## config.mk

```make
export PLATFORM = sky130hd
export DESIGN_NAME = itch_decoder_arbiter
export DESIGN_NICKNAME = d
export VERILOG_FILES = /design/src/rtl/itch_arb_pkg.sv /design/src/rtl/itch_arb_fifo.sv /design/src/rtl/itch_decoder_arbiter.sv
export SDC_FILE = /design/constraint.sdc
export NUM_CORES = 2
export LEC_CHECK = 0
export CORE_UTILIZATION = 25
export DETAILED_ROUTE_END_ITERATION = 10
export GPL_TIMING_DRIVEN = 1
export PLACE_DENSITY = 0.49
export SLEW_MARGIN = 20
export SYNTH_ARGS = -nofsm -noshare
export SYNTH_HDL_FRONTEND = slang
export SYNTH_HIERARCHICAL = 1
export SYNTH_SLANG_ARGS = --single-unit
```

## constraint.sdc

```tcl
create_clock -name clk -period 55.8 [get_ports clk]
set_clock_uncertainty 0.05 [all_clocks]
set_input_delay 13.95 -clock clk [delete_from_list [all_inputs] [get_ports clk]]
set_output_delay 13.95 -clock clk [all_outputs]
set_load 0.05 [all_outputs]
```

## src/rtl/itch_arb_pkg.sv

```systemverilog
// itch_arb_pkg: shared constants, types and helpers for the ITCH decoder
// arbiter slice.
//   - CH_* : channel ids of the decoder bank feeding the arbiter.
//   - DEFAULT_PAYLOAD_W : default width of a decoder payload bus.
//   - DROP_CNT_W / TS_W : widths of the drop counter and ingress timestamp.
//   - arb_entry_t : one arbitrated message {ch_id, payload, ts} at default sizes.
//   - sat_add_drops : saturating add used by the drop counter.
package itch_arb_pkg;

  localparam int CH_ADD     = 0;
  localparam int CH_CANCEL  = 1;
  localparam int CH_DELETE  = 2;
  localparam int CH_REPLACE = 3;
  localparam int CH_EXEC    = 4;
  localparam int CH_TRADE   = 5;

  localparam int DEFAULT_PAYLOAD_W = 256;
  localparam int DROP_CNT_W        = 16;
  localparam int TS_W              = 32;
  // Channel tag wide enough for the largest supported bank (16 channels).
  localparam int ENTRY_CH_ID_W     = 4;

  typedef struct packed {
    logic [ENTRY_CH_ID_W-1:0]     ch_id;
    logic [DEFAULT_PAYLOAD_W-1:0] payload;
    logic [TS_W-1:0]              ts;
  } arb_entry_t;

  // At most 16 channels can drop in one cycle, so the increment fits 5 bits.
  function automatic logic [DROP_CNT_W-1:0] sat_add_drops(
    input logic [DROP_CNT_W-1:0] count,
    input logic [4:0]            inc
  );
    logic [DROP_CNT_W:0] sum;
    sum = {1'b0, count} + {{(DROP_CNT_W-4){1'b0}}, inc};
    return sum[DROP_CNT_W] ? {DROP_CNT_W{1'b1}} : sum[DROP_CNT_W-1:0];
  endfunction

endpackage

```

## src/rtl/itch_arb_fifo.sv

```systemverilog
// itch_arb_fifo: synchronous FIFO with a register-array store.
//   clk, rst      : clock, asynchronous active-high reset (empties the FIFO)
//   push/push_data: write request; accepted when not full, or when full and
//                   a pop happens in the same cycle
//   pop           : remove the head; ignored when empty
//   pop_data      : current head entry (meaningful only when !empty)
//   level         : occupancy 0..DEPTH
//   full, empty   : occupancy flags
// DEPTH must be a power of two so the pointers wrap naturally.
module itch_arb_fifo #(
  parameter int WIDTH = 8,
  parameter int DEPTH = 8
) (
  input  logic                     clk,
  input  logic                     rst,
  input  logic                     push,
  input  logic [WIDTH-1:0]         push_data,
  input  logic                     pop,
  output logic [WIDTH-1:0]         pop_data,
  output logic [$clog2(DEPTH):0]   level,
  output logic                     full,
  output logic                     empty
);

  localparam int AW = $clog2(DEPTH);
  localparam int LW = AW + 1;

  logic [WIDTH-1:0] mem [DEPTH];
  logic [AW-1:0]    wr_ptr;
  logic [AW-1:0]    rd_ptr;
  logic             do_push;
  logic             do_pop;

  assign full     = (level == LW'(DEPTH));
  assign empty    = (level == '0);
  assign do_pop   = pop && !empty;
  assign do_push  = push && (!full || do_pop);
  assign pop_data = mem[rd_ptr];

  always_ff @(posedge clk or posedge rst) begin
    if (rst) begin
      wr_ptr <= '0;
      rd_ptr <= '0;
      level  <= '0;
    end else begin
      if (do_push) wr_ptr <= wr_ptr + AW'(1);
      if (do_pop)  rd_ptr <= rd_ptr + AW'(1);
      case ({do_push, do_pop})
        2'b10:   level <= level + LW'(1);
        2'b01:   level <= level - LW'(1);
        default: level <= level;
      endcase
    end
  end

  // Storage needs no reset: contents are only observed while !empty.
  always_ff @(posedge clk) begin
    if (do_push) mem[wr_ptr] <= push_data;
  end

endmodule

```

## src/rtl/itch_decoder_arbiter.sv

```systemverilog
// itch_decoder_arbiter: merges per-type ITCH decoder outputs into one tagged,
// flow-controlled stream. Each channel has a one-entry hold register; a
// round-robin arbiter moves held messages into a shared FIFO.
//   clk, rst     : clock, asynchronous active-high reset
//   ch_valid     : per-channel one-cycle message pulse
//   ch_payload   : packed payloads, channel i at [i*PAYLOAD_W +: PAYLOAD_W]
//   out_valid/out_ready/out_ch_id/out_payload/out_ts : output stream
//   drop_count   : saturating count of messages lost to a full hold register
//   overflow     : sticky, set on the first drop
//   fifo_level   : FIFO occupancy
// Optional feature macro: ITCH_ARB_TIMESTAMP_EN adds a free-running 32-bit
// cycle counter captured at ingress and returned on out_ts; otherwise out_ts=0.
//
// Handshake: the head entry transfers on a rising edge where
// out_valid && out_ready; while out_valid && !out_ready every out_* field holds
// steady, and out_valid never drops without a transfer (except on reset).
module itch_decoder_arbiter
  import itch_arb_pkg::*;
#(
  parameter int NUM_CH     = 6,
  parameter int PAYLOAD_W  = DEFAULT_PAYLOAD_W,
  parameter int FIFO_DEPTH = 8,
  parameter int CH_ID_W    = $clog2(NUM_CH)
) (
  input  logic                          clk,
  input  logic                          rst,
  input  logic [NUM_CH-1:0]             ch_valid,
  input  logic [NUM_CH*PAYLOAD_W-1:0]   ch_payload,
  output logic                          out_valid,
  input  logic                          out_ready,
  output logic [CH_ID_W-1:0]            out_ch_id,
  output logic [PAYLOAD_W-1:0]          out_payload,
  output logic [31:0]                   out_ts,
  output logic [DROP_CNT_W-1:0]         drop_count,
  output logic                          overflow,
  output logic [$clog2(FIFO_DEPTH):0]   fifo_level
);

`ifdef ITCH_ARB_TIMESTAMP_EN
  localparam int ENTRY_W = CH_ID_W + PAYLOAD_W + TS_W;
`else
  localparam int ENTRY_W = CH_ID_W + PAYLOAD_W;
`endif

  logic [NUM_CH-1:0]    hold_full;
  logic [PAYLOAD_W-1:0] hold_payload [NUM_CH];
  logic [CH_ID_W-1:0]   rr_ptr;
  logic [CH_ID_W-1:0]   grant_idx;
  logic                 grant_found;
  logic                 grant_valid;
  logic [NUM_CH-1:0]    grant_vec;
  logic [NUM_CH-1:0]    capture;
  logic [NUM_CH-1:0]    drop;
  logic [4:0]           n_drops;
  logic                 fifo_full;
  logic                 fifo_empty;
  logic                 pop;
  logic [ENTRY_W-1:0]   push_data;
  logic [ENTRY_W-1:0]   head;

  assign out_valid = !fifo_empty;
  assign pop       = out_valid && out_ready;

  // Round-robin search starting at rr_ptr; first full hold register wins.
  always_comb begin
    int j;
    logic [CH_ID_W-1:0] idx;
    grant_found = 1'b0;
    grant_idx   = '0;
    for (int k = 0; k < NUM_CH; k++) begin
      j = int'(rr_ptr) + k;
      if (j >= NUM_CH) j = j - NUM_CH;
      idx = CH_ID_W'(j);
      if (!grant_found && hold_full[idx]) begin
        grant_found = 1'b1;
        grant_idx   = idx;
      end
    end
    // A full FIFO can still accept when its head leaves this cycle.
    grant_valid = grant_found && (!fifo_full || pop);
    grant_vec   = grant_valid ? (NUM_CH'(1) << grant_idx) : '0;
  end

  // A full hold register that is granted this cycle frees up in time to
  // take a new message on the same edge.
  always_comb begin
    n_drops = '0;
    for (int i = 0; i < NUM_CH; i++) begin
      capture[i] = ch_valid[i] && (!hold_full[i] || grant_vec[i]);
      drop[i]    = ch_valid[i] && hold_full[i] && !grant_vec[i];
      n_drops    = n_drops + 5'(drop[i]);
    end
  end

  always_ff @(posedge clk or posedge rst) begin
    if (rst) begin
      hold_full  <= '0;
      rr_ptr     <= '0;
      drop_count <= '0;
      overflow   <= 1'b0;
      for (int i = 0; i < NUM_CH; i++) hold_payload[i] <= '0;
    end else begin
      for (int i = 0; i < NUM_CH; i++) begin
        if (capture[i]) begin
          hold_full[i]    <= 1'b1;
          hold_payload[i] <= ch_payload[i*PAYLOAD_W +: PAYLOAD_W];
        end else if (grant_vec[i]) begin
          hold_full[i] <= 1'b0;
        end
      end
      if (grant_valid)
        rr_ptr <= (grant_idx == CH_ID_W'(NUM_CH-1)) ? '0 : grant_idx + CH_ID_W'(1);
      if (|drop) begin
        drop_count <= sat_add_drops(drop_count, n_drops);
        overflow   <= 1'b1;
      end
    end
  end

`ifdef ITCH_ARB_TIMESTAMP_EN
  logic [TS_W-1:0] ts_cnt;
  logic [TS_W-1:0] hold_ts [NUM_CH];

  always_ff @(posedge clk or posedge rst) begin
    if (rst) begin
      ts_cnt <= '0;
      for (int i = 0; i < NUM_CH; i++) hold_ts[i] <= '0;
    end else begin
      ts_cnt <= ts_cnt + TS_W'(1);
      for (int i = 0; i < NUM_CH; i++)
        if (capture[i]) hold_ts[i] <= ts_cnt;
    end
  end

  assign push_data = {grant_idx, hold_payload[grant_idx], hold_ts[grant_idx]};
  assign out_ts    = out_valid ? head[TS_W-1:0] : '0;
`else
  assign push_data = {grant_idx, hold_payload[grant_idx]};
  assign out_ts    = '0;
`endif

  // Outputs read zero whenever the FIFO is empty, including right after reset.
  assign out_ch_id   = out_valid ? head[ENTRY_W-1 -: CH_ID_W] : '0;
  assign out_payload = out_valid ? head[ENTRY_W-CH_ID_W-1 -: PAYLOAD_W] : '0;

  itch_arb_fifo #(
    .WIDTH (ENTRY_W),
    .DEPTH (FIFO_DEPTH)
  ) u_fifo (
    .clk       (clk),
    .rst       (rst),
    .push      (grant_valid),
    .push_data (push_data),
    .pop       (pop),
    .pop_data  (head),
    .level     (fifo_level),
    .full      (fifo_full),
    .empty     (fifo_empty)
  );

endmodule

```

[After elaboration in Yosys (flattened, before gate mapping)]
Memories as Yosys holds them, arrays and structs flattened.
Index checks and enable logic that the tools add are counted.
Storage, ports and cells
  flip-flop bits (word level): 1572
  input port bits: 1545
  bits in writable memories: 2072
  memories: 1
  output and inout port bits: 313
Memories
  u_fifo.mem: depth 8, width 259, rd ports 1, clocked after Yosys merged registers in 0, write ports 1, line itch_arb_fifo.sv:28  | logic [WIDTH-1:0] mem [DEPTH];
Cells by class
  eq/ne operators: 4
  bitwise operators: 1
  mux-type cells: 53
  magnitude comparators: 13
  reductions and logical operators: 63
  shift operators: 1
  add/sub/neg operators: 22
Operators with widths (number)
  256-bit binary-select mux with 3-bit select: 1
  256-bit 2-to-1 mux: 3
  3-bit 2-to-1 mux: 14
  1-bit logical AND: 27
  1-bit 2-to-1 mux: 26
  3-bit by 4-bit less-than comparator with 1-bit output (second input constant): 6
  4-bit by 3-bit >= comparator with 1-bit output (second input constant): 5
  1-bit zero test: 19
  1-bit binary-select mux with 3-bit select: 6
  3-bit subtractor (second input constant): 6
  16-bit by 5-bit adder with 17-bit output: 1
  16-bit 2-to-1 mux: 1
  2-bit nonzero test: 7
  3-bit by 1-bit adder with 3-bit output (second input constant): 3
  3-bit by 2-bit adder with 4-bit output (second input constant): 2
  3-bit by 3-bit adder with 4-bit output (second input constant): 2
  1-bit logical OR: 8
  4-bit one-hot mux with 2 select lines: 1
  6-bit 2-to-1 mux: 1
  6-bit OR reduction: 1
  1-bit by 3-bit << shifter with 6-bit output (first input constant): 1
  4-bit by 1-bit adder with 5-bit output: 1
  5-bit by 1-bit adder with 5-bit output: 1
  3-bit by 1-bit adder with 4-bit output: 1
  other kinds (13): 13

[Longest topological paths before layout]
  depth in word-level cells: 31
  gate-level depth with buffers: 31
  gate-level depth less buffers: 24

[Modules after synthesis]
Netlist, hierarchy kept.
By module, submodules not included
  itch_arb_fifo: cells an instance 3066, area an instance 80405.9 µm², seq. area each 62469.9 µm², instances 1
  itch_decoder_arbiter: cells an instance 6687, area an instance 73698.2 µm², seq. area each 39087.5 µm², instances 1

[Worst setup path after synthesis]
No wires, ideal clock.
  path kind: input to register
  from: input out_ready
  to: memory u_fifo/mem[0][0] in the netlist's numbering, enable pin
  library setup time: 1.196 ns
  cell stages on the path: 8
  setup slack: 21.823 ns
  arrival: 32.731 ns
  cells stage by stage: nor2b_1 -> nand2b_1 -> o41ai_4 -> inv_2 -> clkbuf_1 -> o21a_1 -> nand2b_1 -> nor3_1
On the way
  word-level cells in the longest chain between the ends: 6
Ends and longest elaborated chain
  start: declaration: line itch_decoder_arbiter.sv:30  | input logic out_ready,
  1-bit logical AND: line itch_decoder_arbiter.sv:62  | assign pop = out_valid && out_ready;
  1-bit logical OR: line itch_decoder_arbiter.sv:80  | grant_valid = grant_found && (!fifo_full || pop);
  1-bit logical AND: line itch_decoder_arbiter.sv:80
  net grant_valid: line itch_decoder_arbiter.sv:50  | logic grant_valid;
  1-bit logical AND: line itch_arb_fifo.sv:37  | assign do_push = push && (!full || do_pop);
  1-bit 2-to-1 mux: line itch_arb_fifo.sv:58  | if (do_push) mem[wr_ptr] <= push_data;
  1-bit 2-to-1 mux (implied by the code): line itch_arb_fifo.sv:58
  end: declaration: line itch_arb_fifo.sv:28
The timed path passes the listed nets, and every way through them passes these cells.

[Final worst setup path]
  from: register u_fifo.rd_ptr[0]
  to: output out_payload[48]
On the way
  word-level cells in the longest chain between the ends: 2
Ends and longest elaborated chain
  start: declaration: line itch_arb_fifo.sv:30  | logic [AW-1:0] rd_ptr;
  start signal: assignment: line itch_arb_fifo.sv:47  | if (do_pop) rd_ptr <= rd_ptr + AW'(1);
  memory 8 x 259 bit
  net head[48]: line itch_decoder_arbiter.sv:59  | logic [ENTRY_W-1:0] head;
  256-bit 2-to-1 mux: line itch_decoder_arbiter.sv:144  | assign out_payload = out_valid ? head[ENTRY_W-CH_ID_W-1 -: PAYLOAD_W] : '0;
  end: declaration: line itch_decoder_arbiter.sv:32  | output logic [PAYLOAD_W-1:0] out_payload,
The timed path passes the listed nets, and every way through them passes these cells.

==> impl_results.md <==
* CP Launch Type: flop
* Yosys Warn Count at 6
* Synth Register Bits at 3644
* Crit path max-delay cell type: dfrtp_4
* Synth Cell Area at 154000 um2
* Grt ovf at 0
* Number of I/O pins at 1858
* Site row count at 288
* Fin crit share at 40.8%
* DR iter-0 viols at 6713
* Crit path largest cell delay at 970 ps
* Clk buf depth at 4
* NumNets Final at 13100
* Final Setup Violations at 0
* Die W at 787 um
* Share of layout cells above drive strength 1 at 15.6%
* # Post-CTS Setup Buffers at 0
* Initial antenna violation count at 142
* Syn Area/Cell at 15.8 um2
* Slew Limit Fails at 0
* Port Buf Inserts at 1825
* CP most frequent cell: buf_4
* Hpwl dp at 404000 um
* Worst path arrival time at 8770 ps
* Slew @ Worst Pin at 1150 ps
* Max-cap check violation count at 0
* Largest net degree at the start of global routing at 137
* CTS Root Cell: clkbuf_16
* FMAX at 0.0439 GHz
* Worst path cell trace: buf_4, buf_12, buf_4, buf_4, buf_4, buf_4, mux4_1, mux2_2, nor2b_1, clkdlybuf4s50_1
* Clock latency on the worst-skew pair at 990 ps
* RePlAce Congestion at 0.837
* Setup crit end kind: output port
* Slew HR at 23.4%
* Final worst path period need at 22770 ps
* Setup ws final at 33030 ps
* Unique masters post-synth at 76
* Final cell count without fillers at 20100
* CP max FO at 94
* CTS tree: yes
* Pre-CTS setup slack at 33960 ps
* First-pass GRT wire length at 786000 um
* EDFF count, synth at 2072
* Vias in the first global route at 94200
* Routed length per placed instance at 28.5 um
* Post-synthesis sequential area ratio at 65.9%
* Placed Cells at 19300
* Final hold viol count at 0
* Synthesized instance count at 9753
* Area of the die at 620000 um2
* HP Class: flop to flop
* Starting density of the core at 25.1%
* CTS Buf Count at 407
* Die Ht at 787 um
* Total GRT Usage at 17.8%
* Drt first pass iters at 5
* CP Class: flop to output port
* Total Wirelength at 572000 um
* Routed vias at 92000
* H-tree depth at 5
* Clock sinks at 3644
* Post-CTS sizing at 0
* Via density at 4.58
* Primary FF master, synth: edfxtp_1
* Fillers at 60700
* # hold bufs at CTS at 0
* Status: complete, no violations
* Residual DRC count at 0
* Fin util at 31.6%
* Fin Setup TNS at 0 ps
* Remaining antenna violation count at 0
* Critical Path RT at 41800 ps
* Core box area at 614000 um2
* Clk slew on worst S/H paths at 60 ps
* RSZ-0062 raised after global routing: no
* Area growth syn-to-layout at 26.1%
* Ys async rst share at 43.1%
==> critical path: cells and delay by family (launching register included) <==
family	cells	cell delay, ps
flops	1	970
buf+inv	7	5050
simple gates	1	180
mux	2	1030
==> flip-flops by register name, summed over array words and instances, names as in the netlist <==
name / flops
u_fifo/mem: 2072
hold_payload: 1536
drop_count: 16
hold_full: 6
u_fifo/level: 4
rr_ptr: 3
u_fifo/rd_ptr: 3
u_fifo/wr_ptr: 3
overflow: 1
==> path summary, 6_finish.rpt <==
kind / start / end / slack (ps) / cells after the start
hold reg to reg: hold_payload[742] / hold_payload[742] / 440 / 1
hold / removal: hold_payload[742] / hold_payload[742] / 440 / 1
min in group asynchronous: rst / u_fifo/wr_ptr[2] / 13440 / 2
setup / recovery: u_fifo/rd_ptr[0] / out_payload[48] / 33030 / 10
max in group asynchronous: rst / hold_payload[891] / 35560 / 10
setup reg to reg: rr_ptr[0] / u_fifo/mem[6][44] / 46730 / 16
==> per-stage QoR <==
stage                     hold slack [ps]  instance area [um2]
after detailed placement              425               181000
final                                 437               194000
after global placement                420               181000
after floorplan                       408               154000
after global routing                  446               194000
after CTS                             439               194000
==> area by class of cell <==
class                           count  area [um2]  area share [%]
Inverter                           30         133          0.0683
Clock inverter                    206        2010            1.04
Tap cell                         8120       10200            5.23
Antenna cell                       66         165          0.0850
Multi-Input combinational cell   5464       49100            25.3
Timing Repair Buffer             2016       19900            10.3
Sequential cell                  3644      102000            52.3
Clock buffer                      551       11200            5.77
==> synthesized netlist by cell type (3+ instances only) <==
master / count / area, um2
and3_1: 8 / 50.1
nor3_1: 7 / 35.0
and2_1: 5 / 31.3
o21a_1: 3 / 22.5
nand4_1: 3 / 18.8
o2111ai_1: 3 / 26.3
mux2_2: 1026 / 11600
a21o_1: 3 / 22.5
xor2_1: 3 / 26.3
mux2_1: 790 / 8900
buf_1: 51 / 191
o21ai_1: 10 / 50.1
o211ai_1: 10 / 75.1
nor2b_1: 261 / 1630
buf_2: 166 / 831
nand2_1: 1583 / 5940
mux4_1: 518 / 13600
a211oi_1: 3 / 22.5
buf_4: 135 / 1010
clkbuf_1: 235 / 882
ha_1: 15 / 188
xnor2_1: 8 / 70.1
o22ai_1: 4 / 25.0
o21ai_0: 16 / 80.1
fa_1: 5 / 100
nor2_1: 24 / 90.1
mux2i_1: 11 / 110
inv_1: 28 / 105
a21oi_1: 779 / 3900
nand2b_1: 14 / 87.6
buf_8: 5 / 75.1
or2_2: 3 / 18.8
buf_6: 54 / 608
edfxtp_1: 2072 / 62200
nand3_1: 13 / 65.1
or3_1: 261 / 1630
dfrtp_1: 1572 / 39300
==> routing by layer <==
layer / routed length [um] / part of all wire (%) / GRT usage [%] / vias to the layer above
met5: 234 / 0.041 / 0 / -
met4: 15800 / 2.8 / 4.60 / 38
met3: 27000 / 4.7 / 2.91 / 696
met2: 285000 / 50 / 30.8 / 2437
met1: 245000 / 43 / 23.2 / 48600
li1: - / - / - / 40200
==> placed cells by master (no fill, tap or decap), types with 6 or more instances in the layout <==
cell type        instances
edfxtp_1              2072
clkdlybuf4s50_1       1825
nand2_1               1577
dfrtp_1               1569
mux2_2                1026
mux2_1                 790
a21oi_1                769
mux4_1                 518
clkbuf_16              411
nor2b_1                261
or3_1                  261
buf_4                  172
clkbuf_1               101
clkinv_2                74
diode_2                 66
clkinv_1                64
clkbuf_8                39
conb_1                  32
inv_1                   27
bufinv_16               21
buf_12                  18
nor2_1                  17
o21ai_0                 16
ha_1                    15
clkinv_16               15
nand2b_1                14
nand3_1                 13
clkinvlp_4              12
mux2i_1                 11
o211ai_1                10
o21ai_1                 10
a21oi_2                 10
xnor2_1                  8
and3_1                   8
inv_6                    8
nor2_4                   7
nand2_4                  6
==> logic make-up (layout without fill, tap and decap cells) <==
group	after synthesis	count (layout)	synth area share (%)
simple gates	2192	2192	6.29
flops	3644	3644	65.9
xor+xnor	12	12	0.0731
mux	2346	2346	22.2
buf+inv	676	2803	2.41
other cells	1	98	0.00243
compound gates	862	862	2.95
fa+ha+maj	20	20	0.187
Power is not shown: default switching activity piles up to over one toggle a cycle in this logic, so the estimate is an artifact.
